### config.mk
export PLATFORM = sky130hd
export DESIGN_NAME = mul_scheduler
export DESIGN_NICKNAME = d
export VERILOG_FILES = /design/src/rtl/mul_sched_pkg.sv /design/src/rtl/mul_sched_fifo.sv /design/src/rtl/mul_scheduler.sv
export SDC_FILE = /design/constraint.sdc
export NUM_CORES = 1
export LEC_CHECK = 0
export ABC_AREA = 1
export ABC_CLOCK_PERIOD_IN_PS = 3000
export CAP_MARGIN = 30
export CORE_MARGIN = 2
export CORE_UTILIZATION = 58
export CTS_CLUSTER_DIAMETER = 50
export DETAILED_ROUTE_END_ITERATION = 10
export DONT_BUFFER_PORTS = 1
export GPL_TIMING_DRIVEN = 0
export HOLD_SLACK_MARGIN = 0.03
export PLACE_DENSITY = 0.8
export SLEW_MARGIN = 20
export SYNTH_ARGS = -nofsm -noshare
export SYNTH_HDL_FRONTEND = slang
export SYNTH_SLANG_ARGS = --single-unit
export TNS_END_PERCENT = 10
### constraint.sdc
create_clock -name clk -period 3 [get_ports clk]
set_clock_uncertainty 0.05 [all_clocks]
set_input_delay 0.75 -clock clk [delete_from_list [all_inputs] [get_ports clk]]
set_output_delay 0.75 -clock clk [all_outputs]
set_load 0.02 [all_outputs]
### src/rtl/mul_sched_pkg.sv
// Shared types and helpers for the multiplier scheduler: tag/response
// structs and the round-robin pick function.
package mul_sched_pkg;
  localparam int MUL_LAT_DEFAULT = 4;
  localparam int MAX_REQ         = 8;
  localparam int ID_W            = 3;

  typedef struct packed {
    logic            valid;
    logic [ID_W-1:0] id;
    logic            hi;
  } mul_tag_t;

  typedef struct packed {
    logic [ID_W-1:0] id;
    logic [31:0]     data;
  } rsp_entry_t;

  // Returns {found, index}: first set bit of vld at or after ptr, wrapping mod n.
  function automatic logic [ID_W:0] rr_pick(input logic [MAX_REQ-1:0] vld,
                                            input logic [ID_W-1:0]    ptr,
                                            input int                 n);
    logic [ID_W:0] r;
    int            idx;
    r = '0;
    for (int k = MAX_REQ-1; k >= 0; k--) begin
      if (k < n) begin
        idx = (int'(ptr) + k) % n;
        if (vld[idx[ID_W-1:0]]) r = {1'b1, idx[ID_W-1:0]};
      end
    end
    return r;
  endfunction
endpackage

### src/rtl/mul_sched_fifo.sv
// Synchronous FIFO with occupancy count; output reads zero while empty.
module mul_sched_fifo #(
  parameter int WIDTH = 8,
  parameter int DEPTH = 8
) (
  input  logic                       clk,
  input  logic                       rstn,
  input  logic                       push,
  input  logic [WIDTH-1:0]           push_data,
  input  logic                       pop,
  output logic [WIDTH-1:0]           pop_data,
  output logic                       empty,
  output logic                       full,
  output logic [$clog2(DEPTH+1)-1:0] count
);
  localparam int AW = (DEPTH > 1) ? $clog2(DEPTH) : 1;

  logic [WIDTH-1:0] mem [DEPTH];
  logic [AW-1:0]    wr_ptr, rd_ptr;
  logic             do_push, do_pop;

  function automatic logic [AW-1:0] nxt(input logic [AW-1:0] p);
    return (p == AW'(DEPTH-1)) ? '0 : p + 1'b1;
  endfunction

  assign empty    = (count == '0);
  assign full     = (count == ($clog2(DEPTH+1))'(DEPTH));
  assign do_pop   = pop && !empty;
  assign do_push  = push && (!full || do_pop);
  assign pop_data = empty ? '0 : mem[rd_ptr];

  always_ff @(posedge clk) begin
    if (do_push) mem[wr_ptr] <= push_data;
  end

  always_ff @(posedge clk or negedge rstn) begin
    if (!rstn) begin
      wr_ptr <= '0;
      rd_ptr <= '0;
      count  <= '0;
    end else begin
      if (do_push) wr_ptr <= nxt(wr_ptr);
      if (do_pop)  rd_ptr <= nxt(rd_ptr);
      case ({do_push, do_pop})
        2'b10:   count <= count + 1'b1;
        2'b01:   count <= count - 1'b1;
        default: ;
      endcase
    end
  end
endmodule

### src/rtl/mul_scheduler.sv
// Round-robin scheduler sharing one fixed-latency 32x32 multiplier between NREQ
// requesters with credit-protected responses. Define MUL_SCHED_PERF_EN for perf counters.
import mul_sched_pkg::*;

module mul_scheduler #(
  parameter int NREQ      = 4,
  parameter int MUL_LAT   = MUL_LAT_DEFAULT,
  parameter int RSP_DEPTH = 8
) (
  input  logic                      clk,
  input  logic                      rstn,
  input  logic [NREQ-1:0]           req_valid,
  output logic [NREQ-1:0]           req_ready,
  input  logic [NREQ-1:0][31:0]     req_s,
  input  logic [NREQ-1:0][31:0]     req_t,
  input  logic [NREQ-1:0]           req_is_signed,
  input  logic [NREQ-1:0]           req_hi,
  output logic                      mul_enable,
  output logic                      mul_is_signed,
  output logic [31:0]               mul_s,
  output logic [31:0]               mul_t,
  input  logic                      mul_completed,
  input  logic [63:0]               mul_d,
  output logic                      rsp_valid,
  input  logic                      rsp_ready,
  output logic [$clog2(NREQ)-1:0]   rsp_id,
  output logic [31:0]               rsp_data
`ifdef MUL_SCHED_PERF_EN
  ,
  output logic [31:0]               perf_issue,
  output logic [31:0]               perf_credit_stall
`endif
);
  localparam int IDW = $clog2(NREQ);
  localparam int CW  = $clog2(RSP_DEPTH+1);

  logic [IDW-1:0]     ptr, win;
  logic [MAX_REQ-1:0] vld_pad;
  logic [ID_W-1:0]    ptr_pad;
  logic [ID_W:0]      pick;
  logic [CW-1:0]      fifo_count, inflight;
  logic [CW:0]        used;
  logic               credit, issue;
  mul_tag_t           tag_pipe [MUL_LAT];
  mul_tag_t           head, new_tag;
  rsp_entry_t         push_ent, rsp_ent;
  logic               push, pop, fifo_empty, fifo_full;

  always_comb begin
    vld_pad = '0;
    vld_pad[NREQ-1:0] = req_valid;
    ptr_pad = '0;
    ptr_pad[IDW-1:0] = ptr;
  end

  assign pick   = rr_pick(vld_pad, ptr_pad, NREQ);
  assign win    = pick[IDW-1:0];
  // Every in-flight product already owns a FIFO slot, so a full count blocks issue.
  assign used   = {1'b0, fifo_count} + {1'b0, inflight};
  assign credit = used < (CW+1)'(RSP_DEPTH);
  assign issue  = rstn && pick[ID_W] && credit;

  always_comb begin
    req_ready     = '0;
    mul_s         = '0;
    mul_t         = '0;
    mul_is_signed = 1'b0;
    if (issue) begin
      req_ready[win] = 1'b1;
      mul_s          = req_s[win];
      mul_t          = req_t[win];
      mul_is_signed  = req_is_signed[win];
    end
  end
  assign mul_enable = issue;

  always_comb begin
    new_tag       = '0;
    new_tag.valid = issue;
    new_tag.id    = ID_W'(win);
    new_tag.hi    = issue && req_hi[win];
  end
  assign head = tag_pipe[MUL_LAT-1];

  always_ff @(posedge clk or negedge rstn) begin
    if (!rstn) begin
      ptr      <= '0;
      inflight <= '0;
      for (int k = 0; k < MUL_LAT; k++) tag_pipe[k] <= '0;
    end else begin
      if (issue) ptr <= (win == IDW'(NREQ-1)) ? '0 : win + 1'b1;
      tag_pipe[0] <= new_tag;
      for (int k = 1; k < MUL_LAT; k++) tag_pipe[k] <= tag_pipe[k-1];
      case ({issue, head.valid})
        2'b10:   inflight <= inflight + 1'b1;
        2'b01:   inflight <= inflight - 1'b1;
        default: ;
      endcase
    end
  end

  // A done pulse without a valid head tag is stale (multiplier is not reset) and dropped.
  assign push          = head.valid;
  assign push_ent.id   = head.id;
  assign push_ent.data = head.hi ? mul_d[63:32] : mul_d[31:0];
  assign pop           = !fifo_empty && rsp_ready;

  mul_sched_fifo #(
    .WIDTH($bits(rsp_entry_t)),
    .DEPTH(RSP_DEPTH)
  ) u_rsp_fifo (
    .clk      (clk),
    .rstn     (rstn),
    .push     (push),
    .push_data(push_ent),
    .pop      (pop),
    .pop_data (rsp_ent),
    .empty    (fifo_empty),
    .full     (fifo_full),
    .count    (fifo_count)
  );

  assign rsp_valid = !fifo_empty;
  assign rsp_id    = rsp_ent.id[IDW-1:0];
  assign rsp_data  = rsp_ent.data;

`ifdef MUL_SCHED_PERF_EN
  always_ff @(posedge clk or negedge rstn) begin
    if (!rstn) begin
      perf_issue        <= '0;
      perf_credit_stall <= '0;
    end else begin
      if (issue && perf_issue != '1) perf_issue <= perf_issue + 1'b1;
      if (|req_valid && !credit && perf_credit_stall != '1)
        perf_credit_stall <= perf_credit_stall + 1'b1;
    end
  end
`endif

  logic unused_bits;
  assign unused_bits = ^{pick, rsp_ent.id, fifo_full, mul_completed};

  a_head_done: assert property (@(posedge clk) disable iff (!rstn) head.valid |-> mul_completed);
  a_no_ovf:    assert property (@(posedge clk) disable iff (!rstn) push |-> (!fifo_full || pop));
  a_onehot:    assert property (@(posedge clk) disable iff (!rstn) $onehot0(req_ready));
endmodule

-- After elaboration in Yosys (flattened, before gate mapping)
Memory sizes are Yosys's and may differ from the RTL's.
Cells that the tools add are included.
W data, S select, Z words.
- word-level logic and storage cells: 98
- memories kept: 1
- input port bits: 336
- output and inout port bits: 105
- memory bits (writable): 272
- register bits: 32
- muxes and demuxes: 35
- $lt $le $gt $ge: 7
- bitwise gates (word level): 3
- add/sub/neg operators: 11
- equality and inequality tests: 8
- reductions and logical operators: 16
- memories (name ; depth ; bits a word ; read ports ; clocked after Yosys merged registers in ; write ports ; line ; text):
    u_rsp_fifo.mem ; 8 ; 34 ; 1 ; 0 ; 1 ; mul_sched_fifo.sv:18 ; logic [WIDTH-1:0] mem [DEPTH];
- operator list (cell ; count):
    $mux W32 ; 5
    $bmux W32 S2 ; 2
    $mux W34 ; 1
    $mux W4 ; 5
    $pmux W4 S2 ; 2
    $lt A3 B4 Y1 const B ; 3
    $mux W1 ; 10
    $bmux W1 S3 ; 3
    $add A4 B1 Y4 const B ; 2
    $sub A4 B1 Y4 const B ; 2
    $logic_and A1 B1 Y1 ; 7
    $add A3 B1 Y3 const B ; 2
    $bmux W1 S2 ; 3
    $eq A2 B2 Y1 const B ; 3
    $eq A3 B3 Y1 const B ; 2
    $mux W3 ; 2
    $reduce_or A2 Y1 ; 3
    $add A4 B4 Y5 ; 1
    $lt A5 B4 Y1 const B ; 1
    $add A2 B1 Y2 const B ; 2
    $add A2 B2 Y2 const B ; 2
    $eq A2 B1 Y1 const B ; 2
    $eq A4 B4 Y1 const B ; 1
    $logic_not A4 Y1 ; 1
    other kinds (9) ; 13

-- Longest topological paths before layout
- word-level depth: 14
- gate-level depth with buffers: 17
- gate-level depth less buffers: 15

-- By module
From an unflattened synthesis, not the netlist that was laid out.
- cell total of the unflattened synthesis: 1824
- area, all modules: 16482.1 µm²
- modules (own cells, without submodules) (module ; sequential area each (µm²) ; instances ; cells each ; area an instance (µm²)):
    mul_sched_fifo ; 8658.3 ; 1 ; 944 ; 11657.4
    mul_scheduler ; 550.5 ; 1 ; 880 ; 4824.6

-- Worst setup path before layout
No wires, ideal clock.
- path kind: input -> register
- start point: input rsp_ready
- end point: memory u_rsp_fifo.mem[1][0] (netlist name), enable pin
- data required time: 2525 ps
- buffers on the path: 0
- slack: -78 ps
- stages: 6
- data arrival time: 2603 ps
- library setup time: 425 ps
- cells stage by stage: nand2_1 -> nand4_1 -> nand2_1 -> nor2_1 -> inv_1 -> nor2_1
- cells in the longest elaborated chain, start to end: 6
- RTL lines (what ; line ; text):
    start, declared ; mul_scheduler.sv:25 ; input logic rsp_ready,
    $logic_and A1 B1 Y1 ; mul_scheduler.sv:106 ; assign pop = !fifo_empty && rsp_ready;
    $logic_and A1 B1 Y1 ; mul_sched_fifo.sv:28 ; assign do_pop = pop && !empty;
    $logic_or A1 B1 Y1 ; mul_sched_fifo.sv:29 ; assign do_push = push && (!full || do_pop);
    $logic_and A1 B1 Y1 ; mul_sched_fifo.sv:29 ;
    $mux W1 ; mul_sched_fifo.sv:33 ; if (do_push) mem[wr_ptr] <= push_data;
    $mux W1 (not written as such) ; mul_sched_fifo.sv:33 ;
    end, declared ; mul_sched_fifo.sv:18 ;
Every way passes these cells.

-- Worst setup path after layout
- start point: register ptr[0]
- end point: output mul_s[26]
- cells in the longest elaborated chain, start to end: 12
- elaborated cells between the ends (all ways): 26
- those cells by class: 3 x add/sub; 15 x mux; 3 x bitwise; 5 x reduce/logical
- RTL lines (what ; line ; text):
    start, declared ; mul_scheduler.sv:37 ; logic [IDW-1:0] ptr, win;
    start signal, assigned ; mul_scheduler.sv:91 ; if (issue) ptr <= (win == IDW'(NREQ-1)) ? '0 : win + 1'b1;
    $add A2 B2 Y2 ; mul_sched_pkg.sv:28 ; idx = (int'(ptr) + k) % n;
    $reduce_or A2 Y1 (no source line) ; -- ;
    $and A1 B1 Y1 (no source line) ; -- ;
    $bmux W1 S3 ; mul_sched_pkg.sv:29 ; if (vld[idx[ID_W-1:0]]) r = {1'b1, idx[ID_W-1:0]};
    $mux W1 (not written as such) ; mul_sched_pkg.sv:29 ;
    $mux W4 (3 in a row) ; mul_sched_pkg.sv:29 ;
    $mux W4 (*) ; mul_sched_pkg.sv:29 ;
    $bmux W32 S2 or $logic_and A1 B1 Y1 (tied branches) ; mul_scheduler.sv:70, mul_scheduler.sv:61 ;
    $mux W32 (not written as such) or $logic_and A1 B1 Y1 (tied branches) ; mul_scheduler.sv:70, mul_scheduler.sv:61 ;
    $mux W32 (*) ; mul_scheduler.sv:68 ; if (issue) begin
    end, declared ; mul_scheduler.sv:20 ; output logic [31:0] mul_s,
Every way passes the cells marked *; elsewhere a longest branch is shown, timed or not. The select of a mux whose other input is x is not followed.

==> flow_summary.yaml <==
status:
  outcome: "finished, violations left"
  violations: "setup timing"
routing:
  ant_nets: 0
  drtIter0Drc: 1850
  drc: 0
  vias: 14300
  wl_per_cell_microns: 28.7
  detail_route.first_pass.iterations: 6
  drt_wl_total_microns: 62000
  vias_per_cell: 6.61
setup_path:
  rr_worst_depth: 9
  regToRegSetupSlack_ns: 0.21
  r2r-start: "u_rsp_fifo.count[2]"
  crit_end: "mul_s[26]"
  endpoint_kind: "output port"
  r2r_end: "u_rsp_fifo.mem[6][24]"
  arrival_ns: 2.64
  start_kind: "register"
  critPathMaxFanout: 8
  crit_path_start: "ptr[0]"
  worstPathRequired_ns: 2.20
  crit_type: "reg2out"
cells_and_area:
  area_growth_pct: 27.2
  fillers: 1727
  fin_area_sq_um: 20200
  drive_gt1_frac: 0.261
  fin_util: 0.751
  fin_nets: 2142
hold_path:
  hold_class: "reg2reg"
die:
  io_pins: 441
  die_area_sq_um: 28800
  initial_core_util: 0.590
  die_h_microns: 170
  fp.dieW_microns: 170
  row_count: 60
  core_sq_um: 27000
timing:
  worst_slack_ns: -0.443
  finalHoldViolations: 0
  setup_viol: 103
  fin_crit_ns: 3.44
  timing.hold.ws_ns: 0.298
  max_slew_margin: 0.304
  max_freq_mhz: 290
  drv_slew: 0
  post-route-period-util: 1.15
  rsz0062_at_grt: "true"
  worstMarginPinSlew_ns: 1.04
logic_synthesis:
  syn_nets: 2079
  syn_area_sq_um: 15900
  ys_ff_latch: 304
  synth_largest_area_cell: "edfxtp_1"
  yosys.area.top_type_share: 0.513
  yosysWarnings: 0
  yosysSeqAreaShare: 0.564
  ys_types: 34
  synthTopCellsByArea: "edfxtp_1 51%, nand3_1 6.4%, o21ai_0 5.7%"
  avgSynthCellArea_sq_um: 9.22
  synthCells: 1725
global_route:
  track_usage: 0.407
  antenna_found_initial: 12
  grt_overflow: 0
  grt_max_degree: 33
  first_global_vias: 13400
  grt_first_pass_wirelength_microns: 86000
placed_design:
  gp_congestion: 1.02
  placed_cell_area_sq_um: 16700
  portBuffers: 0
  hpwlAfterDp_microns: 43100
clock_tree:
  cts_tree: "yes"
  root_buffer: "clkbuf_16"
  cts_inserted_buffers: 30
  path_clk_slew_ns: 0.07
  clock_path_buffers: 3
  htree_levels: 1
  clock_latency_ns: 0.56
  clock-sinks: 304
pwr:
  power_density_nw_per_um2: 1250
  ir_drop_uv: 1030
  power.total_mw: 25.3
  p_leak_nw: 7.83
flow_run:
  cap_violations: 0
[layout make-up]
class / count / area, sq um / area share
flip-flops and latches: 304 / 8970 / 0.443
multi-input cells: 1069 / 7520 / 0.372
plain buffers: 123 / 952 / 0.0471
inverters: 230 / 871 / 0.0430
clock buffers: 34 / 787 / 0.0389
repair buffers: 30 / 587 / 0.0290
well taps: 341 / 427 / 0.0211
clock inverters: 18 / 91.3 / 0.00451
diodes: 12 / 30.0 / 0.00148
[stage by stage]
stage          TNS [ns]  instances  setup slack (ns)
4_1_cts          -27.77       2140            -0.431
6_report         -29.75       2161            -0.443
3_3_place_gp    -422.23       2066             -1.57
5_1_grt          -35.49       2156            -0.504
3_5_place_dp     -27.32       2077            -0.525
2_1_floorplan    -20.52       1725           -0.0784
[sequential cells by signal (all words and copies together), names as in the netlist, 2 cells and up]
| name | cells |
|---|---|
| u_rsp_fifo.wr_ptr | 3 |
| inflight | 4 |
| u_rsp_fifo.count | 4 |
| u_rsp_fifo.mem | 272 |
| head | 3 |
| ptr | 2 |
| tag_pipe | 12 |
| u_rsp_fifo.rd_ptr | 3 |
[worst min-delay path by stage]
stage	endpoint	startpoint	depth (start not counted)	slack, ns
finish	tag_pipe[7]	tag_pipe[12]	0	0.30
global route	tag_pipe[7]	tag_pipe[12]	0	0.30
CTS	tag_pipe[7]	tag_pipe[12]	0	0.30
detailed placement	head[2]	tag_pipe[7]	0	0.28
global placement	head[2]	tag_pipe[7]	0	0.28
floorplan	head[0]	tag_pipe[5]	0	0.28
[Yosys cell counts]
library cell and count:
a211oi_1 1, o21ai_1 1, nand2_4 2, buf_2 30
nand3_4 1, xor2_1 2, inv_4 1, nor4_1 1
buf_4 2, nand4_1 1, o22ai_1 35, inv_2 2
nand2_2 6, inv_1 227, xnor2_1 5, o21ai_0 180
dfrtp_1 32, clkbuf_1 74, nor2_1 227, a31oi_1 34
nand3b_1 66, or2_2 1, edfxtp_1 272, buf_1 8
nor3_1 1, nand2_1 179, nand3_1 204, mux2_2 32
nor2_2 1, fa_1 1, buf_6 9, nand3_2 1
ha_1 17, a21oi_1 69
[cells in the final DEF (no fill, tap or decap), types with 20 or more instances in the layout]
| cell | count |
|---|---|
| a21oi_4 | 65 |
| nand3_2 | 81 |
| edfxtp_1 | 272 |
| inv_1 | 221 |
| clkbuf_2 | 33 |
| clkbuf_16 | 38 |
| nand2_1 | 163 |
| buf_6 | 20 |
| o21ai_0 | 147 |
| o22ai_1 | 29 |
| dfrtp_1 | 30 |
| a31oi_4 | 30 |
| nand3_1 | 121 |
| nor2_1 | 212 |
| nand3b_1 | 66 |
| mux2_2 | 32 |
| buf_4 | 20 |
[critical path: stages (launching register included)]
cell and delay [ns]:
dfrtp_1 0.37, buf_6 0.15, nand2_1 0.13, nand2_4 0.08
nand2_2 0.10, nand3_4 0.09, nand3_4 0.12, buf_12 0.16
nand2_8 0.08, buf_12 0.16, clkbuf_16 0.16, nand2_1 0.11
nand3_2 0.11, a21oi_4 0.25
[per-layer routing]
| layer | up-vias | part of all wire | track usage | wire length [microns] |
|---|---|---|---|---|
| met4 | 2 | 0.052 | 0.180 | 3210 |
| met2 | 1134 | 0.49 | 0.689 | 30500 |
| li1 | 6014 | - | - | - |
| met1 | 6905 | 0.36 | 0.498 | 22100 |
| met5 | - | 0.00021 | 0 | 13 |
| met3 | 222 | 0.10 | 0.0965 | 6230 |
[report_power, final]
group | internal, mW | total [mW] | switching [mW]
combinational | 5.14 | 16.3 | 11.1
clock | 1.86 | 3.41 | 1.55
sequential | 5.39 | 5.63 | 0.244
total | 12.4 | 25.3 | 12.9
[cells by family (layout without fill, tap and decap cells)]
| group | after synthesis | after routing | share of synthesized area |
|---|---|---|---|
| flip-flops | 304 | 304 | 0.564 |
| other | 0 | 12 | 0 |
| AND/OR/NAND/NOR | 691 | 692 | 0.198 |
| AO/OA/AOI/OAI | 320 | 320 | 0.106 |
| multiplexers | 32 | 32 | 0.0226 |
| buffers and inverters | 353 | 435 | 0.0905 |
| adder cells (fa/ha/maj) | 18 | 18 | 0.0146 |
| XOR/XNOR | 7 | 7 | 0.00385 |
[repair_timing]
action	CTS	global route
setup endpoints to repair	104	105
gates cloned	3	5
pin swaps	50	83
hold buffers	2	0
hold endpoints to repair	32	0
setup buffers	6	4
resized for setup	396	176
Note: power is estimated with default switching activity, not from simulation.
